$ cat src/rtl/fifo8b_defs.sv
// Shared sizing constants for the byte FIFO, the downstream bus buffer
// stage and the FIFO testbench. Kept as plain macros so any consumer can
// pick them up with a quoted include.
`ifndef FIFO8B_DEFS_SV
`define FIFO8B_DEFS_SV

`define FIFO8B_WIDTH 8
`define FIFO8B_DEPTH 4
`define FIFO8B_AW    2

`endif

$ cat src/rtl/regfile8b_x4.sv
// Storage array for the byte FIFO: DEPTH x WIDTH registers with one
// synchronous write port and one combinational read port. The array is
// deliberately not reset, so stale bytes may remain after a FIFO reset;
// the FIFO pointers make them unreachable.
`ifndef FIFO8B_DEFS_SV
`include "fifo8b_defs.sv"
`endif

module regfile8b_x4 #(
   parameter int WIDTH = `FIFO8B_WIDTH,
   parameter int DEPTH = `FIFO8B_DEPTH,
   parameter int AW    = `FIFO8B_AW
) (
   input  logic             i_clk,
   input  logic             i_we,
   input  logic [AW-1:0]    i_waddr,
   input  logic [WIDTH-1:0] i_wdata,
   input  logic [AW-1:0]    i_raddr,
   output logic [WIDTH-1:0] o_rdata
);

   logic [WIDTH-1:0] r_mem [DEPTH];

   // Capture the write data into the addressed entry whenever the FIFO
   // control has accepted a write this cycle.
   always_ff @(posedge i_clk) begin
      if (i_we) begin
         r_mem[i_waddr] <= i_wdata;
      end
   end

   // The read side is a plain mux; the FIFO registers the selected byte
   // into its own output register, so no extra stage is needed here.
   always_comb begin
      o_rdata = r_mem[i_raddr];
   end

endmodule

$ cat src/rtl/fifo8b_q.sv
// Byte-wide synchronous FIFO that decouples a byte producer from the bus
// buffer stage it feeds. Occupancy is tracked in a registered counter that
// also serves as the control state: 0 is EMPTY, DEPTH is FULL, anything in
// between is PARTIAL. Overflow and underflow attempts are latched into
// sticky flags that only a reset clears.
`ifndef FIFO8B_DEFS_SV
`include "fifo8b_defs.sv"
`endif

module fifo8b_q #(
   parameter int WIDTH = `FIFO8B_WIDTH,
   parameter int DEPTH = `FIFO8B_DEPTH,
   parameter int AW    = `FIFO8B_AW
) (
   input  logic             CLK,
   input  logic             RST_N,
   input  logic [WIDTH-1:0] I,
   input  logic             WR_EN,
   output logic             FULL,
   input  logic             RD_EN,
   output logic [WIDTH-1:0] O,
   output logic             O_VALID,
   output logic             EMPTY,
   output logic [AW:0]      COUNT,
   output logic             OVF,
   output logic             UNF
);

   // Names for the three occupancy regions the counter moves through.
   localparam logic [AW:0] ST_EMPTY = '0;
   localparam logic [AW:0] ST_FULL  = (AW+1)'(DEPTH);

   logic [AW-1:0]    r_wp;
   logic [AW-1:0]    r_rp;
   logic [AW:0]      r_count;
   logic [WIDTH-1:0] r_o;
   logic             r_oValid;
   logic             r_ovf;
   logic             r_unf;

   logic             w_wrOk;
   logic             w_rdOk;
   logic             w_memWe;
   logic [WIDTH-1:0] w_rdata;

   // Flags come straight from the registered count, and a transfer is
   // only accepted when the relevant flag allows it. A write while FULL is
   // refused even if a read is draining a slot in the same cycle.
   always_comb begin
      EMPTY   = (r_count == ST_EMPTY);
      FULL    = (r_count == ST_FULL);
      w_wrOk  = WR_EN & ~FULL;
      w_rdOk  = RD_EN & ~EMPTY;
      w_memWe = w_wrOk & RST_N;
      COUNT   = r_count;
      O       = r_o;
      O_VALID = r_oValid;
      OVF     = r_ovf;
      UNF     = r_unf;
   end

   regfile8b_x4 #(
      .WIDTH (WIDTH),
      .DEPTH (DEPTH),
      .AW    (AW)
   ) u_regfile (
      .i_clk   (CLK),
      .i_we    (w_memWe),
      .i_waddr (r_wp),
      .i_wdata (I),
      .i_raddr (r_rp),
      .o_rdata (w_rdata)
   );

   // Pointer and occupancy bookkeeping. Pointers wrap naturally because
   // they are exactly log2(DEPTH) bits wide. A simultaneous accepted write
   // and read leaves the count untouched while both pointers advance.
   always_ff @(posedge CLK) begin
      if (!RST_N) begin
         r_wp    <= '0;
         r_rp    <= '0;
         r_count <= ST_EMPTY;
      end else begin
         if (w_wrOk) begin
            r_wp <= r_wp + AW'(1);
         end
         if (w_rdOk) begin
            r_rp <= r_rp + AW'(1);
         end
         case ({w_wrOk, w_rdOk})
            2'b10:   r_count <= r_count + (AW+1)'(1);
            2'b01:   r_count <= r_count - (AW+1)'(1);
            default: r_count <= r_count;
         endcase
      end
   end

   // Registered read data. O only changes on an accepted read, so the
   // downstream buffer sees a stable byte between reads, and O_VALID marks
   // exactly the cycle in which a new byte appeared.
   always_ff @(posedge CLK) begin
      if (!RST_N) begin
         r_o      <= '0;
         r_oValid <= 1'b0;
      end else begin
         r_oValid <= w_rdOk;
         if (w_rdOk) begin
            r_o <= w_rdata;
         end
      end
   end

   // Sticky error flags: any refused write or read attempt sets them, and
   // only a reset brings them back down.
   always_ff @(posedge CLK) begin
      if (!RST_N) begin
         r_ovf <= 1'b0;
         r_unf <= 1'b0;
      end else begin
         if (WR_EN && FULL) begin
            r_ovf <= 1'b1;
         end
         if (RD_EN && EMPTY) begin
            r_unf <= 1'b1;
         end
      end
   end

endmodule

$ cat config.mk
export PLATFORM = sky130hd
export DESIGN_NAME = fifo8b_q
export DESIGN_NICKNAME = d
export VERILOG_FILES = /design/src/rtl/regfile8b_x4.sv /design/src/rtl/fifo8b_q.sv
export VERILOG_INCLUDE_DIRS = /design/src /design/src/rtl
export SDC_FILE = /design/constraint.sdc
export NUM_CORES = 1
export LEC_CHECK = 0
export CAP_MARGIN = 10
export CORE_MARGIN = 1.5
export CORE_UTILIZATION = 45
export CTS_CLUSTER_SIZE = 25
export DETAILED_ROUTE_END_ITERATION = 10
export GPL_TIMING_DRIVEN = 0
export HOLD_SLACK_MARGIN = 0.15
export PLACE_DENSITY_LB_ADDON = 0.12
export SLEW_MARGIN = 25
export SYNTH_ARGS = -nofsm -noshare
export SYNTH_HDL_FRONTEND = slang
export SYNTH_HIERARCHICAL = 1
export SYNTH_SLANG_ARGS = --single-unit
$ cat constraint.sdc
create_clock -name CLK -period 2.1 [get_ports CLK]
set_clock_uncertainty 0.1 [all_clocks]
set_input_delay 0.42 -clock CLK [delete_from_list [all_inputs] [get_ports CLK]]
set_output_delay 0.42 -clock CLK [all_outputs]
set_load 0.03 [all_outputs]
==> qor.yml <==
status: "finished, final reports clean"
wirelength_um: 3300
maxCapViolCount: 0
yosys_warnings: 6
die_area_um2: 4680
syn_area_per_cell_um2: 14.7
swShare: 0.317
whs_ns: 0.372
synth_seq_area_share: 0.687
ir_drop_mv: 0.567
initial_utilization: 0.474
finalHoldViolCount: 0
antennaDiodeCount: 0
yosysTopAreaCellShare: 0.499
synth.net_count: 145
synth.most_common_cell: "edfxtp_1"
cts_tree: "yes"
grt_max_degree: 15
cts_max_path_buffers: 2
drcViolationCount: 0
rsz0062_at_grt: "true"
maxSlewViolCount: 0
worstPathMaxFanout: 7
via_per_inst: 5.17
gp_congestion: 0.651
ios: 28
cts_hold_buf: 0
critPathMaxStageDelay_ns: 0.40
worstHoldPathCells: 2
intPower_mw: 1.89
finalCritPeriodShare: 0.975
place_hpwl_um: 2340
setup_viol: 0
min_period_ns: 2.05
drtPass1Iterations: 4
netlist_instances: 131
powerDensity_nw_per_um2: 1150
crit_type: "register to register"
cts_htree_levels: 2
die_y_um: 68.4
hold_path.class: "register to register"
layout.nets: 181
drt_iter0_drc: 53
syn_to_final_growth_pct: 25.9
synth_common_cells: "32 x edfxtp_1, 18 x dfxtp_1, 11 x o21ai_0"
postRouteAntennaNets: 0
std_cell_rows: 23
antenna_found_initial: 0
p_leak_nw: 0.830
cpLargestDelayFamily: "simple AND/OR/NAND/NOR gates"
cp-start-kind: "register"
synth_edf_count: 32
fp.dieW_um: 68.4
critPathBufInv: 1
p_clk_frac: 0.197
synth-seq-cells: 50
reg2reg_depth: 8
endpoint_kind: "register"
synth_async_sr_flop_share: 0
fmax_ghz: 0.489
cp.depth: 8
slowest_stage: "dfxtp_4"
ys.flop_type: "edfxtp_1"
synth_area_um2: 1920
numCtsBuffers: 5
vias: 1126
switchingPower_mw: 0.881
clkTransAtPathRegs_ns: 0.09
grt.overflow.total: 0
cts-root-buf: "clkbuf_8"
crit_required_ns: 2.22
grt_pass1_wl_um: 5190
worst_slew_pin_slew_ns: 0.446
synthTopCellsByArea: "edfxtp_1 50%, dfxtp_1 19%, mux4_2 9.4%"
clock_sinks: 50
drive_above_1_share: 0.202
pwr-share-seq: 0.461
p_comb_frac: 0.342
wl_per_cell_um: 15.2
clkLatencyLatePin_ns: 0.29
numPortBuffers: 26
yosysTopAreaCell: "edfxtp_1"
grt_pass1_vias: 1096
grt.total_usage: 0.158
setup_tns_ns: 0
worstPathArrival_ns: 2.17
relSlewSlack: 0.703
coreArea_um2: 4060
synth.distinct_cells: 26
critical_path.cell_chain: "nor3b_4 -> nand2b_4 -> ha_4 -> inv_2 -> fa_2 -> xor2_1 -> or3_1 -> a21oi_1"
-- flip-flops by register name (all words and copies together), names as in the netlist --
register,count
u_regfile/r_mem,32
r_rp,2
OVF,1
r_wp,2
O_VALID,1
O,8
UNF,1
COUNT,3
-- cells by family after synthesis --
group	Yosys count	synth area share
compound gates	19	0.0598
buf+inv	12	0.0306
xor+xnor	4	0.0182
flops	50	0.687
fa+ha+maj	2	0.0169
simple gates	36	0.0943
mux	8	0.0936
-- area by class of cell --
cell class | count | area [um2]
clock buffers | 7 | 86.3
repair buffers | 29 | 292
plain buffers | 6 | 36.3
well taps | 50 | 62.6
clock inverters | 1 | 5.00
fillers | 309 | 1630
multi-input cells | 69 | 587
flip-flops and latches | 50 | 1330
inverters | 6 | 22.5
-- layout by cell type, fill, tap and decap left out --
cell type        Yosys  layout
clkbuf_8             0       6
dlygate4sd2_1        0       3
dfxtp_4              0       3
fa_2                 0       1
or3_1                3       3
inv_2                0       1
o31ai_4              1       1
nor3b_4              0       2
nor2_1               9       9
clkinv_2             0       1
xor2_1               4       4
buf_4                1       3
clkbuf_2             1       1
ha_4                 0       1
dfxtp_1             18      15
inv_1                6       5
and3_1               1       1
buf_2                1       1
nor3_1               1       1
and3b_2              0       2
clkdlybuf4s50_1      0      23
o21ai_0             11      11
buf_6                1       1
buf_12               0       1
a21oi_1              6       6
nand3_1              8       8
mux4_2               8       8
edfxtp_1            32      32
clkbuf_1             2       3
o311ai_0             1       1
nand2_1              9       9
nand2b_4             0       1
-- metrics by stage --
step	util	instance area (um2)	instances	worst slack (ns)	power, mW
6_report	0.597	2420	218	0.0533	2.78
5_1_grt	0.597	2420	218	-0.0182	2.94
4_1_cts	0.589	2390	216	-0.0600	2.78
3_5_place_dp	0.564	2290	207	-0.609	2.24
3_3_place_gp	0.564	2290	207	-0.537	2.20
2_1_floorplan	-	1960	131	-0.225	1.91
-- power by group through the flow --
stage	Combinational [mW]	Clock, mW	Sequential (mW)
final	0.948	0.547	1.28
after global routing	1.03	0.609	1.30
after CTS	0.941	0.561	1.28
after global placement	0.916	0	1.29
after detailed placement	0.939	0	1.30
after floorplan	0.479	0	1.43
-- path summary, 6_finish.rpt --
| path | from | slack [ns] | endpoint |
|---|---|---|---|
| min | O[5] | 0.37 | O[5] |
| max reg2reg | COUNT[2] | 0.05 | COUNT[2] |
| min reg2reg | O[5] | 0.37 | O[5] |
| max | COUNT[2] | 0.05 | COUNT[2] |
-- worst min-delay path, stage by stage (launching register included) --
cell and delay (ns):
dfxtp_1 0.32, nand3_1 0.05, o21ai_0 0.06
-- what timing repair did --
action                                  in CTS  in global routing
setup buffers                                1                  2
gates resized for setup                      4                  4
endpoints found under the setup margin      12                 26
-- per-layer routing --
metal,vias up,routed length (um),track usage
li1,556,-,-
met1,542,1460,0.218
met2,26,1680,0.246
met3,2,139,0.0395
met4,0,23,0.0525
met5,-,0,0
Power figures use the tool's default switching activity.
